**src/rtl/decimal_entry.sv**
```systemverilog
// Front-panel BCD entry: 4 debounced buttons edit 4 digits; load converts to saturated 13-bit binary.
// Latency: press pulse <= DEBOUNCE_CYCLES+4 cycles; num_valid 5 cycles after load pulse; held until num_ready.
module decimal_entry #(
  parameter int DEBOUNCE_CYCLES = 1000000
) (
  input  logic        clk,
  input  logic        rst_n,
  input  logic        btn_next,
  input  logic        btn_inc,
  input  logic        btn_dec,
  input  logic        btn_load,
  output logic [15:0] digits,
  output logic [1:0]  sel_digit,
  output logic        busy,
  output logic [12:0] num,
  output logic        num_valid,
  input  logic        num_ready,
  output logic        overflow
);

  localparam int CW = $clog2(DEBOUNCE_CYCLES);
  localparam logic [CW-1:0] CNT_MAX = CW'(DEBOUNCE_CYCLES - 1);

  typedef enum logic [1:0] {S_IDLE, S_CONVERT, S_HOLD} state_t;

  // Bit order for all per-button vectors: 0=next, 1=inc, 2=dec, 3=load
  logic [3:0]         w_raw;
  logic [3:0]         r_sync1;
  logic [3:0]         r_sync2;
  logic [3:0]         r_stable;
  logic [3:0][CW-1:0] r_cnt;
  logic [3:0]         r_pulse;

  assign w_raw = {btn_load, btn_dec, btn_inc, btn_next};

  always_ff @(posedge clk or negedge rst_n) begin
    if (!rst_n) begin
      r_sync1  <= '0;
      r_sync2  <= '0;
      r_stable <= '0;
      r_cnt    <= '0;
      r_pulse  <= '0;
    end else begin
      r_sync1 <= w_raw;
      r_sync2 <= r_sync1;
      r_pulse <= '0;
      for (int i = 0; i < 4; i++) begin
        if (r_sync2[i] == r_stable[i]) begin
          r_cnt[i] <= '0;
        end else if (r_cnt[i] == CNT_MAX) begin
          r_stable[i] <= r_sync2[i];
          r_cnt[i]    <= '0;
          r_pulse[i]  <= r_sync2[i];
        end else begin
          r_cnt[i] <= r_cnt[i] + 1'b1;
        end
      end
    end
  end

  state_t      r_state;
  logic [15:0] r_digits;
  logic [1:0]  r_sel;
  logic [1:0]  r_step;
  logic [13:0] r_acc;
  logic [12:0] r_num;
  logic        r_num_vld;
  logic        r_ovf;
  logic        r_busy;

  logic [3:0]  w_cur;
  logic [3:0]  w_inc_val;
  logic [3:0]  w_dec_val;
  logic [3:0]  w_conv_dig;
  logic [13:0] w_acc_next;
  logic        w_sat;

  assign w_cur      = r_digits[{r_sel, 2'b00} +: 4];
  assign w_inc_val  = (w_cur == 4'd9) ? 4'd0 : w_cur + 4'd1;
  assign w_dec_val  = (w_cur == 4'd0) ? 4'd9 : w_cur - 4'd1;
  // Step 0 reads thousands: digit index 3-step is the bitwise inverse of a 2-bit step
  assign w_conv_dig = r_digits[{~r_step, 2'b00} +: 4];
  assign w_acc_next = (r_acc << 3) + (r_acc << 1) + {10'd0, w_conv_dig};
  assign w_sat      = (w_acc_next > 14'd8191);

  always_ff @(posedge clk or negedge rst_n) begin
    if (!rst_n) begin
      r_state   <= S_IDLE;
      r_digits  <= '0;
      r_sel     <= 2'd3;
      r_step    <= '0;
      r_acc     <= '0;
      r_num     <= '0;
      r_num_vld <= 1'b0;
      r_ovf     <= 1'b0;
      r_busy    <= 1'b0;
    end else begin
      case (r_state)
        S_IDLE: begin
          if (r_pulse[3]) begin
            r_state <= S_CONVERT;
            r_acc   <= '0;
            r_step  <= '0;
            r_busy  <= 1'b1;
          end else begin
            if (r_pulse[1] && !r_pulse[2]) begin
              r_digits[{r_sel, 2'b00} +: 4] <= w_inc_val;
            end else if (r_pulse[2] && !r_pulse[1]) begin
              r_digits[{r_sel, 2'b00} +: 4] <= w_dec_val;
            end
            if (r_pulse[0]) begin
              r_sel <= r_sel - 2'd1;
            end
          end
        end
        S_CONVERT: begin
          r_acc  <= w_acc_next;
          r_step <= r_step + 2'd1;
          if (r_step == 2'd3) begin
            r_state   <= S_HOLD;
            r_num     <= w_sat ? 13'h1FFF : w_acc_next[12:0];
            r_ovf     <= w_sat;
            r_num_vld <= 1'b1;
          end
        end
        S_HOLD: begin
          if (num_ready) begin
            r_state   <= S_IDLE;
            r_num_vld <= 1'b0;
            r_busy    <= 1'b0;
          end
        end
        default: r_state <= S_IDLE;
      endcase
    end
  end

  assign digits    = r_digits;
  assign sel_digit = r_sel;
  assign busy      = r_busy;
  assign num       = r_num;
  assign num_valid = r_num_vld;
  assign overflow  = r_ovf;

endmodule
```
**config.mk**
```make
export PLATFORM = sky130hd
export DESIGN_NAME = decimal_entry
export DESIGN_NICKNAME = d
export VERILOG_FILES = /design/src/rtl/decimal_entry.sv
export SDC_FILE = /design/constraint.sdc
export NUM_CORES = 1
export LEC_CHECK = 0
export ABC_AREA = 1
export CAP_MARGIN = 15
export CORE_ASPECT_RATIO = 0.9
export CORE_MARGIN = 10
export CORE_UTILIZATION = 56
export CTS_CLUSTER_SIZE = 8
export DETAILED_ROUTE_END_ITERATION = 6
export PLACE_DENSITY = 0.87
export SYNTH_ARGS = -nofsm -noshare
export SYNTH_HDL_FRONTEND = slang
export SYNTH_SLANG_ARGS = --single-unit
```
**constraint.sdc**
```tcl
create_clock -name clk -period 3.2 [get_ports clk]
set_input_delay 0.32 -clock clk [delete_from_list [all_inputs] [get_ports clk]]
set_output_delay 0.32 -clock clk [all_outputs]
set_load 0.02 [all_outputs]
```
==> flow_metrics.py, run 1 <==
metrics = {
    "outcome": {
        "outcome": "complete, no violations",
    },
    "grt": {
        "grt_first_pass_wirelength_um": 29800,
        "grt_pass1_vias": 6477,
        "gr-total-overflow": 0,
        "grt_usage": 0.182,
        "grt_max_degree": 100,
        "antenna_found_initial": 0,
    },
    "route": {
        "route.detailed.drc": 0,
        "wire_per_inst_um": 13.9,
        "wirelength_um": 17200,
        "vias": 6662,
        "drt_iter0_drc": 563,
        "ant_nets": 0,
        "firstDrtPassIters": 5,
        "drt-vias-per-instance": 5.40,
    },
    "logic_synthesis": {
        "synthCells": 979,
        "yosys-top-cells-area": "dfrtp_1 (45%), nand2_1 (10%), inv_1 (5.8%), ha_1 (5.5%), nor2_1 (5.3%)",
        "ys_ff_latch": 147,
        "syn_nets": 1023,
        "yosysTopAreaCell": "dfrtp_1",
        "yosysMostFrequentCell": "nand2_1",
        "ys_seq_area_frac": 0.460,
        "synth_warnings": 0,
        "syn_area_per_cell_um2": 8.18,
        "ys.flop_type": "dfrtp_1",
        "synth_edf_count": 0,
        "synthesis.area_mm2": 0.00801,
        "synth_top_area_frac": 0.453,
        "synthTopCellsByCount": "nand2_1 (218), dfrtp_1 (145), inv_1 (124)",
        "yosysUniqueCellTypes": 41,
        "async_reset_ff_frac": 1.00,
    },
    "pwr": {
        "totalPowerFinal_mw": 3.76,
        "swShare": 0.215,
        "power_switching_uw": 811,
        "seq_power_share": 0.503,
        "powerDensity_mw_per_mm2": 412,
        "combPwrFrac": 0.028,
        "power.leakage_nw": 4.16,
        "internal_power_mw": 2.95,
        "clkPwrFrac": 0.469,
        "peakVddDrop_mv": 0.385,
    },
    "run": {
        "cap_violations": 0,
    },
    "clock_network": {
        "clock-sinks": 147,
        "cts_root_buffer": "clkbuf_16",
        "insertion_delay_ns": 0.42,
        "cts_inserted_buffers": 17,
        "ctsHtreeMaxLevel": 4,
        "postCtsSetupBuffers": 0,
        "cts.path.max_buffers": 2,
        "clk_pin_slew_ns": 0.06,
        "cts_tree": "built",
    },
    "place": {
        "placedCellCount": 1203,
        "gp_congestion": 0.958,
        "place_ws_ns": 0.175,
        "place_area_mm2": 0.00861,
        "portBuffers": 40,
        "hpwl_um": 12300,
    },
    "sta": {
        "fin_worst_skew_ns": 0.00952,
        "worstMarginPinSlew_ns": 0.695,
        "rsz0062_at_grt": "false",
        "finalCritPeriodShare": 0.938,
        "slew_headroom": 0.536,
        "fin_crit_ns": 3.00,
        "hold_viol": 0,
        "maxSlewViolCount": 0,
        "setup_slack_ns": 0.198,
        "hold_slack_ns": 0.345,
        "fin_tns_setup_ns": 0,
        "setup_violations": 0,
        "timing.fmax_mhz": 333,
    },
    "floorplanning": {
        "rows": 41,
        "initial_core_util": 0.572,
        "die_h_um": 133,
        "die_w_um": 146,
        "num_io_pins": 41,
        "core_mm2": 0.0140,
        "fp.dieArea_mm2": 0.0195,
    },
    "setup_path": {
        "critical_path_arrival_ns": 3.31,
        "crit_fanout": 14,
        "critical_path_class": "reg2reg",
        "slowest_delay_ns": 0.54,
        "cp_common_cell": "nand2_1",
        "crit_chain": "clkinvlp_4 > nand2_1 > a32o_1 > fa_1 > inv_1 > ha_1 > nand3_1 > nand2_1 > nand2_1 > nand2_2 > nand2_1 > nand3_1 > nand2_1 > nand2_2 > nand3_1 > o21a_1",
        "cp_slowest_cell": "fa_1",
        "critPathBufInv": 2,
        "path_delay_family": "simple AND/OR/NAND/NOR gates",
        "crit_path_start_kind": "register",
        "crit_path_end_kind": "register",
        "cp.required_ns": 3.51,
    },
    "cells_and_area": {
        "post_route_cells_drive_above_1_share": 0.0673,
        "fin_util": 0.652,
        "syn2layout_area_growth_pct": 14.0,
        "layout.nets": 1074,
        "fin_area_mm2": 0.00913,
        "instances_no_fill": 1233,
        "diodes": 0,
    },
    "hold_path": {
        "hold_class": "in2reg",
    },
}
==> kinds of logic (layout without fill, tap and decap cells) <==
logic type / count (synthesis) / in the layout / synth area share
and+or+nand+nor: 501 / 501 / 0.281
DFF: 147 / 147 / 0.460
buffers and inverters: 142 / 203 / 0.0699
AOI/OAI and AO/OA: 101 / 101 / 0.0741
xor gates and xnor gates: 51 / 51 / 0.0558
adders and majority gates: 37 / 37 / 0.0597
==> cells in the final DEF (no fill, tap or decap), types with 5 or more instances in the layout <==
cell,n
nand2_1,218
dfrtp_1,144
inv_1,124
nor2_1,113
nand3_1,68
xor2_1,41
clkdlybuf4s50_1,39
ha_1,35
a21oi_1,34
nor3_1,31
nand4_1,25
o21ai_0,25
clkbuf_16,17
o22ai_1,15
nor4_1,10
xnor2_1,10
o21a_1,10
nand3_2,8
nor2_2,7
clkinv_2,7
nand2_2,6
inv_2,5
o21ai_1,5
o21ai_2,5
==> timing repair <==
action	in CTS	in global routing
hold buffers	1	0
endpoints found under the hold margin	48	0
setup endpoints to repair	0	13
gates resized for setup	0	2
==> routing by layer <==
metal | up-vias | global-route usage | part of all wire
met5 | - | 0 | 0
met4 | 0 | 0.0656 | 0.019
met3 | 37 | 0.0440 | 0.066
met2 | 206 | 0.291 | 0.46
met1 | 3129 | 0.235 | 0.46
li1 | 3290 | - | -
==> registers in the layout, indices dropped and copies added, names as in the netlist, 4 cells and up <==
register,count
num,13
r_cnt,80
digits,16
r_sync2,4
r_sync1,4
r_stable,4
r_acc,13
r_pulse,4
==> power by group through the flow <==
stage / Sequential (mW) / Combinational, mW / Clock (mW)
after floorplan: 1.92 / 0.0425 / 0
after global placement: 1.92 / 0.105 / 0
after detailed placement: 1.93 / 0.108 / 0
after CTS: 1.89 / 0.110 / 1.79
after global routing: 1.89 / 0.123 / 1.88
final: 1.89 / 0.106 / 1.76
==> path summary, 6_finish.rpt <==
kind | startpoint | end | slack [ns] | depth (start not counted)
max | r_step[0] | num[5] | 0.20 | 16
min | btn_load | r_sync1[3] | 0.34 | 1
max reg2reg | r_step[0] | num[5] | 0.20 | 16
min reg2reg | r_sync1[2] | r_sync2[2] | 0.35 | 0
max in group asynchronous | rst_n | r_step[0] | 1.90 | 3
min in group asynchronous | rst_n | r_cnt[53] | 0.40 | 2
==> layout make-up <==
type | instances | area, um^2
timing repair buffer | 43 | 439
clock inverter | 8 | 65.1
multi-input combinational | 690 | 3760
sequential | 147 | 3680
tap | 193 | 241
fill | 1110 | 4880
clock buffer | 21 | 440
inverter | 131 | 495
Note: power is estimated with default switching activity, not from simulation.
==> run 2: changes to the inputs <==
Clock period 3.2 ns to 2.8 ns, I/O delays scaled along.
==> flow_metrics.py, run 2 (synthesis gave the netlist of run 1 again) <==
metrics = {
    "outcome": {
        "outcome": "finished, violations left",
        "violations": "negative setup slack",
    },
    "place": {
        "gp_congestion": 0.941,
        "hpwl_um": 12700,
        "place_area_mm2": 0.00869,
        "portBuffers": 40,
        "placedCellCount": 1216,
    },
    "route": {
        "firstDrtPassIters": 5,
        "ant_nets": 0,
        "vias": 6878,
        "drt-vias-per-instance": 5.48,
        "route.detailed.drc": 0,
        "wirelength_um": 18500,
        "wire_per_inst_um": 14.7,
        "drt_iter0_drc": 569,
    },
    "grt": {
        "grt_first_pass_wirelength_um": 31700,
        "gr-total-overflow": 0,
        "grt_usage": 0.194,
        "grt_max_degree": 75,
        "antenna_found_initial": 0,
        "grt_pass1_vias": 6914,
    },
    "clock_network": {
        "ctsHtreeMaxLevel": 4,
        "cts_inserted_buffers": 17,
        "insertion_delay_ns": 0.42,
        "cts.path.max_buffers": 2,
        "cts_tree": "built",
        "clk_pin_slew_ns": 0.06,
        "cts_root_buffer": "clkbuf_16",
        "clock-sinks": 147,
    },
    "cells_and_area": {
        "top_register": "r_cnt",
        "post_route_cells_drive_above_1_share": 0.105,
        "syn2layout_area_growth_pct": 17.9,
        "layout.nets": 1094,
        "largest_reg_flops": 80,
        "layout_common_cells": "nand2_1 (215), dfrtp_1 (144), inv_1 (122)",
        "diodes": 0,
        "num-fill-cells": 1078,
        "fin_area_mm2": 0.00944,
        "final_common_cell": "nand2_1",
        "fin_util": 0.674,
        "instances_no_fill": 1256,
    },
    "floorplanning": {
        "die_h_um": 133,
        "fp.dieArea_mm2": 0.0195,
        "die_w_um": 146,
        "core_mm2": 0.0140,
        "rows": 41,
        "num_io_pins": 41,
        "initial_core_util": 0.572,
    },
    "sta": {
        "maxSlewViolCount": 0,
        "hold_slack_ns": 0.292,
        "setup_slack_ns": -0.0691,
        "fin_crit_ns": 2.87,
        "slew_headroom": 0.551,
        "finalCritPeriodShare": 1.02,
        "timing.fmax_mhz": 349,
        "setup_violations": 13,
        "fin_worst_skew_ns": 0.00912,
        "hold_viol": 0,
        "rsz0062_at_grt": "true",
        "worstMarginPinSlew_ns": 0.673,
    },
    "setup_path": {
        "rr_startpoint": "r_step[0]",
        "crit_path_end_kind": "register",
        "crit_fanout": 7,
        "rrSetupSlack_ns": -0.07,
        "crit_path_start_kind": "register",
        "critical_path_class": "reg2reg",
        "cp.required_ns": 3.11,
        "critical_path_arrival_ns": 3.18,
        "rr_endpoint": "num[4]",
        "reg2reg_depth": 15,
    },
    "pwr": {
        "powerDensity_mw_per_mm2": 489,
        "peakVddDrop_mv": 0.496,
        "power.leakage_nw": 4.28,
    },
    "hold_path": {
        "hold_class": "in2reg",
        "hold_start": "btn_inc",
        "hold_path_depth": 1,
        "min_to": "r_sync1[1]",
    },
    "run": {
        "cap_violations": 0,
    },
}
==> run 2: area by class of cell <==
class	count	area [um^2]	share of cell area
clock buffers	18	429	0.0455
repair buffers	62	569	0.0603
clock inverters	14	181	0.0192
flip-flops and latches	147	3680	0.390
well taps	193	241	0.0256
inverters	131	494	0.0524
multi-input cells	691	3840	0.407
==> run 2: worst max-delay path: stages (launching register included) <==
cell     delay, ns
dfrtp_2       0.46
inv_4         0.09
nand2_1       0.06
a32o_2        0.26
fa_1          0.52
inv_1         0.06
ha_2          0.18
a21oi_2       0.14
nand2_1       0.10
nand2_1       0.08
nand2_2       0.07
nand2_2       0.07
nand4_1       0.21
nand2_4       0.21
nand3_1       0.09
o21a_1        0.13
==> run 2: layer usage <==
metal  part of all wire  vias to the layer above  GRT usage  wire length, um
li1                   -                     3332          -                -
met1               0.43                     3300      0.241             7950
met2               0.49                      226      0.318             8990
met3              0.069                       20     0.0511             1270
met4              0.013                        0     0.0722              246
met5                  0                        -          0                0
==> run 2: through the flow <==
stage          TNS [ns]  power, mW  worst slack (ns)
6_report         -0.637       4.62           -0.0691
2_1_floorplan         0       2.25            0.0698
3_5_place_dp     -0.560       2.33           -0.0649
3_3_place_gp          0       2.32            0.0575
4_1_cts          -0.223       4.66           -0.0286
5_1_grt           -2.36       4.77            -0.211
==> run 2: report_power, final <==
group / total (mW) / internal, mW / switching, mW
Clock: 2.33 / 1.41 / 0.918
Sequential: 2.16 / 2.15 / 0.0169
Combinational: 0.125 / 0.0358 / 0.0892
==> run 2: how the worst max path moves through the flow <==
| stage | startpoint | endpoint | cells past startpoint |
|---|---|---|---|
| 5_1_grt | r_step[0] | num[4] | 15 |
| 4_1_cts | r_step[0] | num[10] | 17 |
| 3_3_place_gp | r_step[0] | num[0] | 16 |
| 6_report | r_step[0] | num[4] | 15 |
| 2_1_floorplan | r_step[0] | num[8] | 18 |
| 3_5_place_dp | r_step[0] | num[3] | 15 |
==> run 2: repair_timing <==
action,in CTS,in global routing
pin swaps,2,6
cloned,1,0
hold buffers,1,0
setup endpoints to repair,14,18
buffers inserted,4,2
hold endpoints to repair,68,0
resized for setup,5,20
